<file path="config.mk">
export PLATFORM = sky130hd
export DESIGN_NAME = ps2_scancode_decoder_flat
export DESIGN_NICKNAME = d
export VERILOG_FILES = /design/src/rtl/ps2_scancode_decoder_pkg.sv /design/src/rtl/ps2_scancode_decoder_if.sv /design/src/rtl/ps2_scancode_decoder_rx_frame.sv /design/src/rtl/ps2_scancode_decoder.sv /design/src/flat_wrapper.sv
export SDC_FILE = /design/constraint.sdc
export NUM_CORES = 1
export LEC_CHECK = 0
export ABC_AREA = 1
export CAP_MARGIN = 20
export CORE_MARGIN = 4
export CORE_UTILIZATION = 60
export CTS_CLUSTER_DIAMETER = 80
export DETAILED_ROUTE_END_ITERATION = 8
export GPL_ROUTABILITY_DRIVEN = 0
export MAX_ROUTING_LAYER = met4
export PLACE_DENSITY = 0.79
export REMOVE_ABC_BUFFERS = 1
export SKIP_CTS_REPAIR_TIMING = 1
export SLEW_MARGIN = 40
export SYNTH_ARGS = -nofsm -noshare
export SYNTH_HDL_FRONTEND = slang
export SYNTH_SLANG_ARGS = --single-unit
</file>
<file path="constraint.sdc">
create_clock -name clk -period 2.9 [get_ports clk]
set_clock_uncertainty 0.2 [all_clocks]
set_input_delay 0.58 -clock clk [delete_from_list [all_inputs] [get_ports clk]]
set_output_delay 0.58 -clock clk [all_outputs]
set_load 0.005 [all_outputs]
</file>
<file path="src/rtl/ps2_scancode_decoder_pkg.sv">
// ps2_scancode_decoder_pkg: Set-2 prefix/reply codes and FSM state encodings
package ps2_scancode_decoder_pkg;
   localparam logic [7:0] PS2_PREFIX_E0 = 8'hE0;
   localparam logic [7:0] PS2_PREFIX_F0 = 8'hF0;
   localparam logic [7:0] PS2_PREFIX_E1 = 8'hE1;
   localparam logic [7:0] PS2_LSHIFT    = 8'h12;
   localparam logic [7:0] PS2_RSHIFT    = 8'h59;
   localparam logic [7:0] PS2_BAT_OK    = 8'hAA;
   localparam logic [7:0] PS2_ACK       = 8'hFA;
   localparam logic [7:0] PS2_RESEND    = 8'hFE;
   localparam logic [7:0] PS2_ECHO      = 8'hEE;
   localparam logic [2:0] PS2_PAUSE_TAIL = 3'd7;

   typedef enum logic {RX_IDLE, RX_BITS} rx_state_t;
   typedef enum logic [2:0] {S_BASE, S_E0, S_F0, S_E0F0, S_SKIP} byte_state_t;

   function automatic logic is_reply(input logic [7:0] b);
      return b inside {PS2_BAT_OK, PS2_ACK, PS2_RESEND, PS2_ECHO, 8'h00, 8'hFF};
   endfunction
endpackage

</file>
<file path="src/rtl/ps2_scancode_decoder_if.sv">
// ps2_scancode_decoder_if: raw PS/2 lines in, decoded key events out
interface ps2_scancode_decoder_if;
   logic       ps2_clk;
   logic       ps2_data;
   logic       key_valid;
   logic [7:0] device_code;
   logic       is_break;
   logic       is_extended;
   logic       shift_pressed;
   logic       frame_err;
   modport master(output ps2_clk, ps2_data,
                  input key_valid, device_code, is_break, is_extended, shift_pressed, frame_err);
   modport slave(input ps2_clk, ps2_data,
                 output key_valid, device_code, is_break, is_extended, shift_pressed, frame_err);
endinterface

</file>
<file path="src/rtl/ps2_scancode_decoder_rx_frame.sv">
// ps2_rx_frame: synchronises and filters the PS/2 lines, deserialises 11-bit
// frames and flags bad start/parity/stop or mid-frame timeouts.
module ps2_rx_frame
   import ps2_scancode_decoder_pkg::*;
#(
   parameter int FILTER_LEN     = 4,
   parameter int TIMEOUT_CYCLES = 50000
) (
   input  logic       clk,
   input  logic       rst,
   input  logic       ps2_clk,
   input  logic       ps2_data,
   output logic [7:0] data,
   output logic       byte_stb,
   output logic       frame_err
);
   localparam int FW = $clog2(FILTER_LEN + 1);
   localparam int TW = $clog2(TIMEOUT_CYCLES + 1);
   logic [1:0]    clk_sync, data_sync;
   logic          filt;
   logic [FW-1:0] fcnt;
   logic [TW-1:0] tmo;
   logic [3:0]    bit_cnt;
   logic [8:0]    shreg;
   rx_state_t     st, nxt;
   logic          clk_s, data_s, settled, fall, tmo_hit, good, stb_d, err_d;

   assign clk_s   = clk_sync[1];
   assign data_s  = data_sync[1];
   assign settled = fcnt == FW'(FILTER_LEN - 1);
   assign fall    = filt & ~clk_s & settled;
   assign tmo_hit = tmo == TW'(TIMEOUT_CYCLES - 1);
   // shreg holds d0..d7 and parity; odd parity means their XOR is 1
   assign good    = data_s & ^shreg;

   always_ff @(posedge clk or posedge rst)
      if (rst) st <= RX_IDLE;
      else     st <= nxt;

   always_comb begin
      nxt   = st;
      stb_d = 1'b0;
      err_d = 1'b0;
      if (st == RX_IDLE) nxt = (fall && !data_s) ? RX_BITS : RX_IDLE;
      else if (fall && bit_cnt == 4'd9) begin
         nxt   = RX_IDLE;
         stb_d = good;
         err_d = !good;
      end else if (!fall && tmo_hit) begin
         nxt   = RX_IDLE;
         err_d = 1'b1;
      end
   end

   always_ff @(posedge clk or posedge rst)
      if (rst) begin
         clk_sync  <= 2'b11;
         data_sync <= 2'b11;
         filt      <= 1'b1;
         fcnt      <= '0;
         tmo       <= '0;
         bit_cnt   <= '0;
         shreg     <= '0;
         data      <= '0;
         byte_stb  <= 1'b0;
         frame_err <= 1'b0;
      end else begin
         clk_sync  <= {clk_sync[0], ps2_clk};
         data_sync <= {data_sync[0], ps2_data};
         fcnt      <= (clk_s == filt || settled) ? '0 : fcnt + 1'b1;
         filt      <= (clk_s != filt && settled) ? clk_s : filt;
         tmo       <= (st == RX_IDLE || fall) ? '0 : (tmo == TW'(TIMEOUT_CYCLES)) ? tmo : tmo + 1'b1;
         bit_cnt   <= (st == RX_IDLE || nxt == RX_IDLE) ? '0 : fall ? bit_cnt + 4'd1 : bit_cnt;
         shreg     <= (st == RX_BITS && fall) ? {data_s, shreg[8:1]} : shreg;
         data      <= stb_d ? shreg[7:0] : data;
         byte_stb  <= stb_d;
         frame_err <= err_d;
      end
endmodule

</file>
<file path="src/rtl/ps2_scancode_decoder.sv">
// ps2_scancode_decoder: parses Set-2 prefix bytes into make/break key events
// and tracks the non-extended shift keys.
module ps2_scancode_decoder
   import ps2_scancode_decoder_pkg::*;
#(
   parameter int FILTER_LEN     = 4,
   parameter int TIMEOUT_CYCLES = 50000
) (
   input logic                  clk,
   input logic                  rst,
   ps2_scancode_decoder_if.slave bus
);
   logic [7:0]  rx_byte, device_code;
   logic        byte_stb, frame_err, ev, brk, ext;
   logic        key_valid, is_break, is_extended, l_held, r_held;
   logic [2:0]  skip, skip_nxt;
   byte_state_t st, nxt;

   ps2_rx_frame #(.FILTER_LEN(FILTER_LEN), .TIMEOUT_CYCLES(TIMEOUT_CYCLES)) u_rx (
      .clk(clk), .rst(rst), .ps2_clk(bus.ps2_clk), .ps2_data(bus.ps2_data),
      .data(rx_byte), .byte_stb(byte_stb), .frame_err(frame_err)
   );

   assign bus.key_valid     = key_valid;
   assign bus.device_code   = device_code;
   assign bus.is_break      = is_break;
   assign bus.is_extended   = is_extended;
   assign bus.shift_pressed = l_held | r_held;
   assign bus.frame_err     = frame_err;

   always_ff @(posedge clk or posedge rst)
      if (rst) begin
         st   <= S_BASE;
         skip <= '0;
      end else begin
         st   <= nxt;
         skip <= skip_nxt;
      end

   always_comb begin
      nxt      = st;
      skip_nxt = skip;
      ev       = 1'b0;
      brk      = 1'b0;
      ext      = 1'b0;
      if (frame_err) nxt = S_BASE;
      else if (byte_stb)
         case (st)
            S_BASE:
               if (rx_byte == PS2_PREFIX_E0) nxt = S_E0;
               else if (rx_byte == PS2_PREFIX_F0) nxt = S_F0;
               else if (rx_byte == PS2_PREFIX_E1) begin
                  nxt      = S_SKIP;
                  skip_nxt = PS2_PAUSE_TAIL;
               end else ev = !is_reply(rx_byte);
            S_E0:
               if (rx_byte == PS2_PREFIX_F0) nxt = S_E0F0;
               else if (rx_byte != PS2_PREFIX_E0) begin
                  ev  = 1'b1;
                  ext = 1'b1;
                  nxt = S_BASE;
               end
            S_F0: begin
               ev  = 1'b1;
               brk = 1'b1;
               nxt = S_BASE;
            end
            S_E0F0: begin
               ev  = 1'b1;
               brk = 1'b1;
               ext = 1'b1;
               nxt = S_BASE;
            end
            default: begin
               skip_nxt = skip - 3'd1;
               nxt      = (skip == 3'd1) ? S_BASE : S_SKIP;
            end
         endcase
   end

   // shift state changes on the same edge as key_valid so the event sees it
   always_ff @(posedge clk or posedge rst)
      if (rst) begin
         key_valid   <= 1'b0;
         device_code <= '0;
         is_break    <= 1'b0;
         is_extended <= 1'b0;
         l_held      <= 1'b0;
         r_held      <= 1'b0;
      end else begin
         key_valid   <= ev;
         device_code <= ev ? rx_byte : device_code;
         is_break    <= ev ? brk : is_break;
         is_extended <= ev ? ext : is_extended;
         l_held      <= (ev && !ext && rx_byte == PS2_LSHIFT) ? !brk : l_held;
         r_held      <= (ev && !ext && rx_byte == PS2_RSHIFT) ? !brk : r_held;
      end
endmodule

</file>
<file path="src/flat_wrapper.sv">
// flat-port wrapper written by rule: the top's interface ports become plain ports
module ps2_scancode_decoder_flat import ps2_scancode_decoder_pkg::*;
#(
   parameter int FILTER_LEN     = 4,
   parameter int TIMEOUT_CYCLES = 50000
)
  (clk, rst, bus_ps2_clk, bus_ps2_data, bus_key_valid, bus_device_code, bus_is_break, bus_is_extended, bus_shift_pressed, bus_frame_err);
  ps2_scancode_decoder_if bus_i ();
  input logic clk;
  input logic rst;
  input wire logic [$bits(bus_i.ps2_clk)-1:0] bus_ps2_clk;
  input wire logic [$bits(bus_i.ps2_data)-1:0] bus_ps2_data;
  output wire logic [$bits(bus_i.key_valid)-1:0] bus_key_valid;
  output wire logic [$bits(bus_i.device_code)-1:0] bus_device_code;
  output wire logic [$bits(bus_i.is_break)-1:0] bus_is_break;
  output wire logic [$bits(bus_i.is_extended)-1:0] bus_is_extended;
  output wire logic [$bits(bus_i.shift_pressed)-1:0] bus_shift_pressed;
  output wire logic [$bits(bus_i.frame_err)-1:0] bus_frame_err;
  assign bus_i.ps2_clk = bus_ps2_clk;
  assign bus_i.ps2_data = bus_ps2_data;
  assign bus_key_valid = bus_i.key_valid;
  assign bus_device_code = bus_i.device_code;
  assign bus_is_break = bus_i.is_break;
  assign bus_is_extended = bus_i.is_extended;
  assign bus_shift_pressed = bus_i.shift_pressed;
  assign bus_frame_err = bus_i.frame_err;
  ps2_scancode_decoder #(.FILTER_LEN(FILTER_LEN), .TIMEOUT_CYCLES(TIMEOUT_CYCLES)) u_core (.clk(clk), .rst(rst), .bus(bus_i));
endmodule
</file>
==> impl_metrics.env <==
export IMPL_routed_wl_um=6240
export IMPL_numPortBuffers=16
export IMPL_grt_max_degree=49
export IMPL_std_cell_rows=27
export IMPL_layout_common_cells="nand2_1 (93), dfrtp_1 (62), inv_1 (49)"
export IMPL_crit_required_ns=2.12
export IMPL_ctsRootBufferMaster="clkbuf_8"
export IMPL_synth_edf_count=0
export IMPL_status="finished clean"
export IMPL_cp_end_kind="output port"
export IMPL_yosys_warnings=0
export IMPL_fmax_mhz=445
export IMPL_p_leak_uw=0.00184
export IMPL_whs_path_depth=0
export IMPL_grt_overflow=0
export IMPL_worstSkewPairLatency_ns=0.34
export IMPL_clkSinkCount=67
export IMPL_wl_per_cell_um=12.3
export IMPL_diodes=0
export IMPL_die_area_mm2=0.00705
export IMPL_syn_area_mm2=0.00346
export IMPL_ios=17
export IMPL_ant_nets=0
export IMPL_final_hold_violation_count=0
export IMPL_clkTransAtPathRegs_ns=0.08
export IMPL_syn_area_per_cell_um2=8.48
export IMPL_dp_cells=490
export IMPL_cts_buffer_depth=2
export IMPL_first_iter_violations=164
export IMPL_postLayoutCoreUtil_pct=71.5
export IMPL_finalSetupTns_ns=0
export IMPL_drive_gt1_share_pct=13.8
export IMPL_synthCells=408
export IMPL_pwr_density_cell_mw_per_mm2=562
export IMPL_worst_hold_path_type="flop to flop"
export IMPL_max_cap_viol_count=0
export IMPL_ys_seq_area_share_pct=48.6
export IMPL_min_to="u_core.u_rx.data_sync[1]$_DFF_PP1_"
export IMPL_num_vias=2689
export IMPL_ys_async_sr_fraction_pct=100
export IMPL_layout_nets=442
export IMPL_cts_tree="done"
export IMPL_drtPass1Iterations=5
export IMPL_crit_arrival_ns=1.47
export IMPL_min_from="u_core.u_rx.data_sync[0]$_DFF_PP1_"
export IMPL_core_mm2=0.00554
export IMPL_reg2reg_to="u_core.u_rx.data[2]$_DFFE_PP0P_"
export IMPL_worst_r2r_setup_slack_ns=0.76
export IMPL_area_growth_syn_to_layout_pct=14.4
export IMPL_critPathKind="flop to output port"
export IMPL_r2r_start="u_core.u_rx.fcnt[0]$_DFF_PP0_"
export IMPL_die_h_um=83.9
export IMPL_routed_via_density=5.31
export IMPL_start_util_pct=62.5
export IMPL_grt_pass1_vias=2613
export IMPL_synthFlopType="dfrtp_1"
export IMPL_ys_ff_latch=67
export IMPL_drc=0
export IMPL_dpl_hpwl_um=4510
export IMPL_ys_types=36
export IMPL_crit_fanout=2
export IMPL_grt_first_pass_wirelength_um=11100
export IMPL_setup_viol=0
export IMPL_slew_headroom_pct=69.2
export IMPL_fin_crit_sh_pct=77.4
export IMPL_worstRegToRegCells=9
export IMPL_final_common_cell="nand2_1"
export IMPL_htreeDepth=3
export IMPL_finalNonFillerCells=506
export IMPL_finalCriticalPeriod_ns=2.25
export IMPL_peakVddDrop_mv=0.370
export IMPL_max_slew_worst_pin_slew_ns=0.462
export IMPL_numCtsBuffers=9
export IMPL_critPathLaunchType="flop"
export IMPL_finalMaxSlewViolations=0
export IMPL_grtUsageTotal_pct=20.0
export IMPL_fp_dieW_um=83.9
export IMPL_grt_antenna_before_repair=0
export IMPL_rsz0062_at_grt="false"
[sequential cells by signal, indices dropped and copies added (netlist names), 3 cells and up]
name                    cells
u_core.bus.device_code      8
u_core.skip                 3
u_core.st                   3
u_core.u_rx.bit_cnt         4
u_core.u_rx.data            8
u_core.u_rx.fcnt            3
u_core.u_rx.shreg           9
u_core.u_rx.tmo            16
[cell type report]
class | count | area (um2)
timing repair buffer | 18 | 188
multi-input combinational | 279 | 1530
clock inverter | 7 | 140
fill | 404 | 1580
inverter | 54 | 205
tap | 72 | 90.1
sequential | 67 | 1680
clock buffer | 9 | 124
[power by group]
| part | switching, uW | internal [uW] | leakage [uW] |
|---|---|---|---|
| sequential | 36.6 | 980 | 0.000915 |
| clock | 363 | 656 | 0.000125 |
| combinational | 119 | 69.1 | 0.000803 |
[routing by layer]
layer | global-route usage, % | vias to the layer above | share of wire [%]
met1 | 23.1 | 1243 | 44
li1 | - | 1378 | -
met4 | 10.7 | 0 | 2.4
met3 | 3.65 | 15 | 3.9
met5 | - | - | 0
met2 | 33.1 | 53 | 49
[kinds of logic after synthesis]
group / Yosys count / share of synthesized area, %
buffers and inverters: 62 / 7.19
adders and majority gates: 9 / 3.25
DFF: 67 / 48.6
AOI/OAI and AO/OA: 53 / 9.29
and+or+nand+nor: 196 / 25.8
muxes: 7 / 2.28
xor gates and xnor gates: 14 / 3.54
[Yosys cell counts, types with 2 or more instances]
master	count	area share, %
inv_2	3	0.33
or2_2	4	0.72
o21ai_2	6	1.5
dfrtp_1	62	45
o21ai_0	20	2.9
a21oi_1	15	2.2
ha_1	9	3.3
a31oi_1	5	0.90
nor3_1	10	1.4
nor4_1	5	0.90
nand3_2	2	0.58
nand2_2	3	0.54
inv_1	50	5.4
nand3_1	19	2.7
clkbuf_1	2	0.22
nor2_1	33	3.6
mux2_2	7	2.3
nand2_1	93	10
nor3b_1	2	0.43
nor2_2	6	1.1
nand4_1	17	3.1
buf_2	5	0.72
xor2_1	8	2.0
dfstp_2	5	3.8
xnor2_1	6	1.5
[metrics by stage]
| step | setup slack [ns] | hold WS, ns | power, uW | area [um2] |
|---|---|---|---|---|
| global placement | 0.866 | 0.147 | 1210 | 3690 |
| detailed placement | 0.795 | 0.147 | 1220 | 3690 |
| floorplan | 0.445 | 0.145 | 1160 | 3420 |
| global route | 0.533 | 0.159 | 2330 | 3960 |
| CTS | 0.645 | 0.157 | 2240 | 3960 |
| finish | 0.655 | 0.156 | 2220 | 3960 |
[worst max-delay path by stage]
stage	from	endpoint	cells after the start	slack, ns
finish	u_core.r_held$_DFFE_PP0P_	bus_shift_pressed	2	0.65
global route	u_core.u_rx.fcnt[0]$_DFF_PP0_	u_core.u_rx.data[5]$_DFFE_PP0P_	9	0.53
CTS	u_core.r_held$_DFFE_PP0P_	bus_shift_pressed	2	0.65
detailed placement	u_core.u_rx.fcnt[0]$_DFF_PP0_	u_core.u_rx.data[2]$_DFFE_PP0P_	9	0.80
global placement	u_core.u_rx.fcnt[0]$_DFF_PP0_	u_core.u_rx.tmo[1]$_DFFE_PP0P_	9	0.87
floorplan	rst	u_core.bus.device_code[0]$_DFFE_PP0P_	1	0.45
[worst max-delay path, cell delays in order, from the launching register on]
cell and delay [ns]:
dfrtp_1 0.38, or2_2 0.29, clkdlybuf4s50_1 0.44
Note: power is estimated with default switching activity, not from simulation.
